### src/rtl/fp16_unpack_stage.sv
// fp16_unpack_stage: two-stage decode of IEEE-754 binary16 operands into
// sign, unbiased exponent and an 11-bit normalized significand with the
// hidden bit explicit. Subnormals are pre-normalized and special encodings
// are flagged so the multiplier never sees raw FP16 words.
//
// Handshake: a word moves across an interface on a rising clk edge where
// valid and ready are both high. A producer holds valid and its data
// steady until that edge. A stage loads when its downstream stage is
// empty or transferring out in the same cycle. in_ready depends
// combinationally on out_ready. No combinational path runs from in_valid
// to out_valid.
module fp16_unpack_stage #(
  parameter int CNT_W = 16
) (
  input  logic             clk,
  input  logic             rst,
  input  logic             in_valid,
  output logic             in_ready,
  input  logic [15:0]      in_data,
  output logic             out_valid,
  input  logic             out_ready,
  output logic             out_sign,
  output logic [6:0]       out_exp,
  output logic [10:0]      out_mant,
  output logic             out_zero,
  output logic             out_inf,
  output logic             out_nan,
  output logic             out_sub,
  output logic [CNT_W-1:0] sub_cnt,
  input  logic             cnt_clr
);

  // Stage A holds the raw fields, the class flags and the leading-zero count.
  logic       a_valid;
  logic       a_sign;
  logic [4:0] a_exp;
  logic [9:0] a_frac;
  logic       a_zero, a_sub, a_inf, a_nan;
  logic [3:0] a_lz;

  logic       a_advance;
  logic       in_fire;
  logic       in_exp_zero, in_exp_ones, in_frac_zero;
  logic [3:0] lz_next;
  logic [6:0] b_exp_next;
  logic [10:0] b_mant_next;

  assign a_advance    = !out_valid || out_ready;
  assign in_ready     = !a_valid || a_advance;
  assign in_fire      = in_valid && in_ready;
  assign in_exp_zero  = (in_data[14:10] == 5'd0);
  assign in_exp_ones  = (in_data[14:10] == 5'd31);
  assign in_frac_zero = (in_data[9:0] == 10'd0);

  // Leading-zero count of the fraction; the highest set bit wins.
  always_comb begin
    lz_next = 4'd0;
    for (int i = 0; i < 10; i++) begin
      if (in_data[i]) lz_next = 4'(9 - i);
    end
  end

  // Stage A: capture the word and classify it.
  always_ff @(posedge clk or negedge rst) begin
    if (!rst) begin
      a_valid <= 1'b0;
      a_sign  <= 1'b0;
      a_exp   <= 5'd0;
      a_frac  <= 10'd0;
      a_zero  <= 1'b0;
      a_sub   <= 1'b0;
      a_inf   <= 1'b0;
      a_nan   <= 1'b0;
      a_lz    <= 4'd0;
    end else if (in_ready) begin
      a_valid <= in_valid;
      a_sign  <= in_data[15];
      a_exp   <= in_data[14:10];
      a_frac  <= in_data[9:0];
      a_zero  <= in_exp_zero && in_frac_zero;
      a_sub   <= in_exp_zero && !in_frac_zero;
      a_inf   <= in_exp_ones && in_frac_zero;
      a_nan   <= in_exp_ones && !in_frac_zero;
      a_lz    <= lz_next;
    end
  end

  // Normalization of the stage A word: subnormals are shifted so bit10 is
  // the leading one and their exponent drops by one per shifted position.
  always_comb begin
    b_mant_next = 11'd0;
    b_exp_next  = 7'd0;
    if (a_zero) begin
      b_mant_next = 11'd0;
      b_exp_next  = 7'd0;
    end else if (a_sub) begin
      b_mant_next = {a_frac, 1'b0} << a_lz;
      b_exp_next  = 7'h71 - {3'd0, a_lz};
    end else if (a_inf || a_nan) begin
      b_mant_next = {1'b1, a_frac};
      b_exp_next  = 7'd16;
    end else begin
      b_mant_next = {1'b1, a_frac};
      b_exp_next  = {2'd0, a_exp} - 7'd15;
    end
  end

  // Stage B: register the decoded result; holds while stalled.
  always_ff @(posedge clk or negedge rst) begin
    if (!rst) begin
      out_valid <= 1'b0;
      out_sign  <= 1'b0;
      out_exp   <= 7'd0;
      out_mant  <= 11'd0;
      out_zero  <= 1'b0;
      out_inf   <= 1'b0;
      out_nan   <= 1'b0;
      out_sub   <= 1'b0;
    end else if (a_advance) begin
      out_valid <= a_valid;
      out_sign  <= a_sign;
      out_exp   <= b_exp_next;
      out_mant  <= b_mant_next;
      out_zero  <= a_zero;
      out_inf   <= a_inf;
      out_nan   <= a_nan;
      out_sub   <= a_sub;
    end
  end

  // Saturating count of subnormal words accepted at the input; clear wins.
  always_ff @(posedge clk or negedge rst) begin
    if (!rst) begin
      sub_cnt <= '0;
    end else if (cnt_clr) begin
      sub_cnt <= '0;
    end else if (in_fire && in_exp_zero && !in_frac_zero && (sub_cnt != '1)) begin
      sub_cnt <= sub_cnt + {{(CNT_W-1){1'b0}}, 1'b1};
    end
  end

endmodule

### config.mk
export PLATFORM = sky130hd
export DESIGN_NAME = fp16_unpack_stage
export DESIGN_NICKNAME = d
export VERILOG_FILES = /design/src/rtl/fp16_unpack_stage.sv
export SDC_FILE = /design/constraint.sdc
export NUM_CORES = 1
export LEC_CHECK = 0
export CAP_MARGIN = 20
export CORE_MARGIN = 8
export CORE_UTILIZATION = 47
export DETAILED_ROUTE_END_ITERATION = 16
export DONT_BUFFER_PORTS = 1
export SLEW_MARGIN = 20
export SYNTH_ARGS = -nofsm -noshare
export SYNTH_HDL_FRONTEND = slang
export SYNTH_SLANG_ARGS = --single-unit
### constraint.sdc
create_clock -name clk -period 5.53 [get_ports clk]
set_clock_uncertainty 0.1 [all_clocks]
set_input_delay 0.8295 -clock clk [delete_from_list [all_inputs] [get_ports clk]]
set_output_delay 0.8295 -clock clk [all_outputs]
set_load 0.02 [all_outputs]
==> impl_metrics.ini, run 1 <==
[outcome]
status = finished clean

[placement]
dp_hpwl_um = 5560
post-place-ws_ns = 2.39
port_buffers = 0
dpl-instance-area_um2 = 3320
gp_congestion = 0.824

[clock_tree]
clk_pin_slew_ns = 0.07
clock_path_buffers = 2
cts.sinks = 64
post_cts_resized = 0
cts_setup_buffers = 0
cts_inserted_buffers = 9
cts_root_buf = clkbuf_8
htreeDepth = 3
cts_tree = yes
hold_buffers = 0
clk_latency_ns = 0.33

[cells_and_area]
layout_common_cells = 75 x nand2_1, 64 x dfrtp_1, 25 x o21ai_0, 18 x a21oi_1, 17 x nor2_1
final_common_cell = nand2_1
diodes = 0
layout-drive-gt1-share_pct = 8.19
multi_input_area_um2 = 1540
stdcell_area_um2 = 3540
nets = 373
fillCellCount = 650
seqCellArea_um2 = 1600
area_growth_syn_to_layout_pct = 7.61
fin_util_pct = 52.1

[timing]
layout_min_cycle_time_ns = 3.11
drv_slew = 0
tns_ns = 0
tightest_slew_ns = 0.920
period_share_pct = 56.3
finalSetupViolations = 0
relSlewSlack_pct = 38.4
fmax_mhz = 321
worst_slack_ns = 2.42
grt_setup_unrepaired = no
hold_viol_final = 0

[synth]
synth_ff_type = dfrtp_1
postSynthCellCount = 355
yosys.area.top_type = dfrtp_1
synth_area_um2 = 3290
synthDominantCellAreaShare_pct = 48.7
synthArstFlopShare_pct = 100
synthTopCellsByArea = dfrtp_1 49%, nand2_1 8.6%, o21ai_0 3.8%
synth_area_per_cell_um2 = 9.26
syn_nets = 379
ys_types = 47
yosysSeqAreaShare_pct = 48.7
yosys_warnings = 0
synth_edf_count = 0
synth_seq_cells = 64

[worst_setup_path]
crit_path_max_fanout = 32
slowest_stage = nor2b_2
cp.required_ns = 4.60
path_class = flop to primary output
crit_family = simple AND/OR/NAND/NOR gates
r2r_slack_ns = 2.67
critPathBufInv = 1
arrival_ns = 2.18
crit_chain = nor2b_2 -> and2_4 -> inv_6
start_kind = flop
cpPeakStageDelay_ns = 0.81
worstSetupEndpointType = primary output

[power_and_ir_drop]
p_total_mw = 1.13
power.leakage_nw = 1.54
switchingPower_uw = 319
power.internal_uw = 815
power_density_nw_per_um2 = 320
clockPowerShare_pct = 39.0
comb_power_share_pct = 10.3
seq_power_share_pct = 50.8
swShare_pct = 28.1
ir_drop_mv = 0.161

[drt]
dr.pass1.iters = 4
dr_total_vias = 2571
via_per_inst = 5.71
drt_iter0_markers = 81
wl_per_cell_um = 16.8
drcViolationCount = 0
postRouteAntennaNets = 0
drt-total-wl_um = 7550

[global_route]
grt_pass1_vias = 2552
grt_max_degree = 65
grt_overflow_total = 0
grtUsageTotal_pct = 16.0
grt_pass1_wl_um = 12800
antenna_found_initial = 0

[floorplanning]
fp.dieW_um = 99.6
die_y_um = 99.6
initial_core_util_pct = 48.4
ios = 62
die_area_um2 = 9930
coreArea_um2 = 6790
num_rows = 30

[min_path]
worstHoldPathType = input pin to async pin

[flow_run]
drv_cap = 0
path summary, 6_finish.rpt:
kind	end	start	cells past startpoint
worst max register to register	sub_cnt[5]	out_valid	7
worst min-delay path	a_lz[2]	rst	0
min in group clk	out_valid	a_valid	1
max in group asynchronous	sub_cnt[13]	rst	0
worst min register to register	out_valid	a_valid	1
worst max-delay path	in_ready	out_valid	3
synth_stat cells (5+ instances only):
cell type,n
nand3_1,11
a21oi_1,18
a22o_1,6
o21ai_0,25
nor2_1,17
nor3_1,9
nand2b_1,5
mux2i_1,7
o31ai_1,6
nand4_1,8
clkbuf_1,11
or4_1,7
a22oi_1,7
inv_1,13
dfrtp_1,64
o22ai_1,6
nand2_1,75
or3_1,5
flip-flops by register name, summed over array words and instances (netlist names), 4 cells and up:
register,flops
a_exp,5
a_frac,10
a_lz,4
out_exp,6
out_mant,11
sub_cnt,16
layer usage:
layer / vias to the layer above / track usage, % / routed length, µm
li1: 1276 / - / -
met1: 1228 / 19.2 / 3260
met2: 57 / 26.3 / 3670
met3: 10 / 4.26 / 510
met4: 0 / 6.64 / 108
met5: - / 0 / 0
logic make-up after synthesis:
| group | Yosys count | synth area share (%) |
|---|---|---|
| AO/OA/AOI/OAI | 84 | 15.9 |
| XOR/XNOR | 6 | 1.60 |
| adder cells (fa/ha/maj) | 3 | 1.14 |
| buffers and inverters | 31 | 4.53 |
| flip-flops | 64 | 48.7 |
| multiplexers | 14 | 5.56 |
| AND/OR/NAND/NOR | 153 | 22.6 |
through the flow:
step                      hold slack (ns)  instances
after floorplan                     0.335        355
after global placement              0.379        434
after detailed placement            0.376        434
after CTS                          0.0601        450
after global routing               0.0603        450
final                              0.0851        450
power by group through the flow:
stage          Sequential (mW)  Combinational [mW]  Clock, mW
2_1_floorplan            0.566               0.112          0
5_1_grt                  0.583               0.134      0.472
4_1_cts                  0.577               0.118      0.455
3_3_place_gp             0.585               0.115          0
6_report                 0.576               0.116      0.442
3_5_place_dp             0.586               0.117          0
final cells by class:
type	count	share of cell area, %
flip-flops and latches	64	45.3
multi-input cells	260	43.5
clock buffers	9	3.50
well taps	96	3.39
clock inverters	7	2.69
inverters	14	1.63
Note: power is estimated with default switching activity, not from simulation.
==> inputs of run 2 (changes only) <==
--- a/config.mk
+++ b/config.mk
@@ -5,6 +5,7 @@
 export SDC_FILE = /design/constraint.sdc
 export NUM_CORES = 1
 export LEC_CHECK = 0
+export ABC_AREA = 1
 export CAP_MARGIN = 20
 export CORE_MARGIN = 8
 export CORE_UTILIZATION = 47
==> constraint.sdc (replaced) <==
create_clock -name clk -period 2.95 [get_ports clk]
set_clock_uncertainty 0.1 [all_clocks]
set_input_delay 0.4425 -clock clk [delete_from_list [all_inputs] [get_ports clk]]
set_output_delay 0.4425 -clock clk [all_outputs]
set_load 0.02 [all_outputs]
==> impl_metrics.ini, run 2 <==
[min_path]
hold_depth = 2
min_to = a_frac[7]
hold_start = in_data[7]
worstHoldPathType = input pin to flop

[worst_setup_path]
start_kind = flop
cpPeakStageDelay_ns = 0.47
crit_chain = nand3_1 -> nand2_1 -> nor2_2 -> nand3_4 -> nand2_2 -> nand2_1 -> nand2_1
r2r_end = sub_cnt[4]
crit_path_max_fanout = 17
cp.required_ns = 3.11
path_class = flop to flop
r2r_slack_ns = 0.89
timing.rr.start = out_valid
worstSetupEndpointType = flop
critPathBufInv = 0
arrival_ns = 2.23
slowest_stage = dfrtp_1
rr_worst_depth = 7
crit_family = simple AND/OR/NAND/NOR gates
crit_top_cell = nand2_1

[synth]
syn_nets = 513
postSynthCellCount = 489
yosys.area.top_type = dfrtp_1
synth_area_um2 = 3570
ys_types = 36
synthDominantCellAreaShare_pct = 44.8
yosys_warnings = 0
synth_seq_cells = 64
synth_ff_type = dfrtp_1
synthArstFlopShare_pct = 100
synth_edf_count = 0
synthTopCellsByArea = dfrtp_1 45%, nand2_1 18%, nand3_1 7.0%
yosysSeqAreaShare_pct = 44.8
yosysMostFrequentCell = nand2_1
synth_area_per_cell_um2 = 7.31
synth_common_cells = 168 x nand2_1, 64 x dfrtp_1, 50 x nand3_1

[drt]
drt_iter0_markers = 207
dr.pass1.iters = 5
drt-total-wl_um = 9180
via_per_inst = 5.30
drcViolationCount = 0
postRouteAntennaNets = 0
wl_per_cell_um = 15.5
dr_total_vias = 3130

[cells_and_area]
nets = 509
largestRegisters = sub_cnt (16), out_mant (11), a_frac (10)
largest_register = sub_cnt
diodes = 0
final_common_cell = nand2_1
largest_register_ffs = 16
area_growth_syn_to_layout_pct = 8.47
layout-drive-gt1-share_pct = 7.57
layout_common_cells = 168 x nand2_1, 64 x dfrtp_1, 50 x nand3_1, 48 x nor2_1, 37 x inv_1

[timing]
grt_setup_unrepaired = no
relSlewSlack_pct = 52.8
worst_slack_ns = 0.885
layout_min_cycle_time_ns = 2.06
period_share_pct = 70.0
hold_viol_final = 0
tightest_slew_ns = 0.707
drv_slew = 0
whs_ns = 0.137
fmax_mhz = 484
tns_ns = 0
finalSetupViolations = 0

[clock_tree]
clk_pin_slew_ns = 0.07
cts.sinks = 64
cts_setup_buffers = 0
cts_root_buf = clkbuf_8
cts_inserted_buffers = 9
htreeDepth = 3
clock_path_buffers = 2
clk_latency_ns = 0.33
hold_buffers = 2
post_cts_resized = 0
cts_tree = yes

[power_and_ir_drop]
p_total_mw = 2.24
power.leakage_nw = 1.86
power_density_nw_per_um2 = 577
ir_drop_mv = 0.193

[floorplanning]
die_area_um2 = 10700
ios = 62
fp.dieW_um = 103
initial_core_util_pct = 47.5
die_y_um = 103
coreArea_um2 = 7530
num_rows = 32

[outcome]
status = finished clean

[placement]
gp_congestion = 0.862
post-place-ws_ns = 0.892
port_buffers = 0
dp_hpwl_um = 6690

[global_route]
grt_max_degree = 65
antenna_found_initial = 0
grt_overflow_total = 0
grtUsageTotal_pct = 18.2
grt_pass1_wl_um = 15200
grt_pass1_vias = 2995

[flow_run]
drv_cap = 0
## run 2: changes by cell type after synthesis, sizes merged, moves of 6 or more
cell / before / now
a22oi: 7 / 1
o21ai: 28 / 34
inv: 14 / 40
nor3: 9 / 3
nand3: 14 / 52
o211ai: 0 / 7
or4: 7 / 0
mux2i: 7 / 0
nor2: 17 / 54
a21oi: 18 / 7
nand2: 75 / 174
## run 2: power breakdown
group          switching [mW]  leakage, nW  total, mW  internal (mW)
Combinational           0.188        0.932      0.280         0.0921
Sequential              0.148        0.815       1.11          0.961
Clock                   0.331        0.112      0.848          0.517
## run 2: through the flow
| step | util [%] | instances | cell area [µm²] |
|---|---|---|---|
| 2_1_floorplan | - | 489 | 3570 |
| 4_1_cts | 51.5 | 591 | 3880 |
| 6_report | 51.5 | 591 | 3880 |
| 3_3_place_gp | 48.1 | 574 | 3620 |
| 5_1_grt | 51.5 | 591 | 3880 |
| 3_5_place_dp | 48.1 | 574 | 3620 |
## run 2: worst max-delay path by stage
stage,cells after the start,from,slack [ns],endpoint
finish,7,out_valid,0.89,sub_cnt[4]
global route,7,out_valid,0.66,sub_cnt[10]
CTS,7,out_valid,0.87,sub_cnt[14]
detailed placement,7,out_valid,0.89,sub_cnt[3]
global placement,7,out_valid,0.92,sub_cnt[3]
floorplan,3,out_valid,1.25,in_ready
## run 2: logic make-up (layout without fill, tap and decap cells)
kind of cell | Yosys count | count (layout) | share of synthesized area, %
AO/OA/AOI/OAI | 60 | 60 | 9.80
XOR/XNOR | 7 | 7 | 1.72
adder cells (fa/ha/maj) | 3 | 3 | 1.05
buffers and inverters | 60 | 60 | 7.04
flip-flops | 64 | 64 | 44.8
AND/OR/NAND/NOR | 295 | 295 | 35.6
## run 2: per-layer routing
metal	GRT usage, %	part of all wire [%]	wire (µm)	vias to the layer above
li1	-	-	-	1567
met1	25.4	47	4360	1467
met2	26.5	44	4010	87
met3	5.02	7.8	714	9
met4	6.12	1.0	92	0
met5	0	0	0	-
## run 2: cell type report
cell class / count / area [µm²]
inverters: 41 / 154
flip-flops and latches: 64 / 1600
repair buffers: 4 / 52.6
fillers: 772 / 3650
well taps: 102 / 128
clock inverters: 3 / 65.1
multi-input cells: 365 / 1720
clock buffers: 12 / 155
## run 2: worst register-to-register path, stage by stage (launching register included)
cell     delay [ns]
dfrtp_1        0.47
nand3_1        0.37
nand2_1        0.19
nor2_2         0.21
nand3_4        0.22
nand2_2        0.29
nand2_1        0.09
nand2_1        0.06
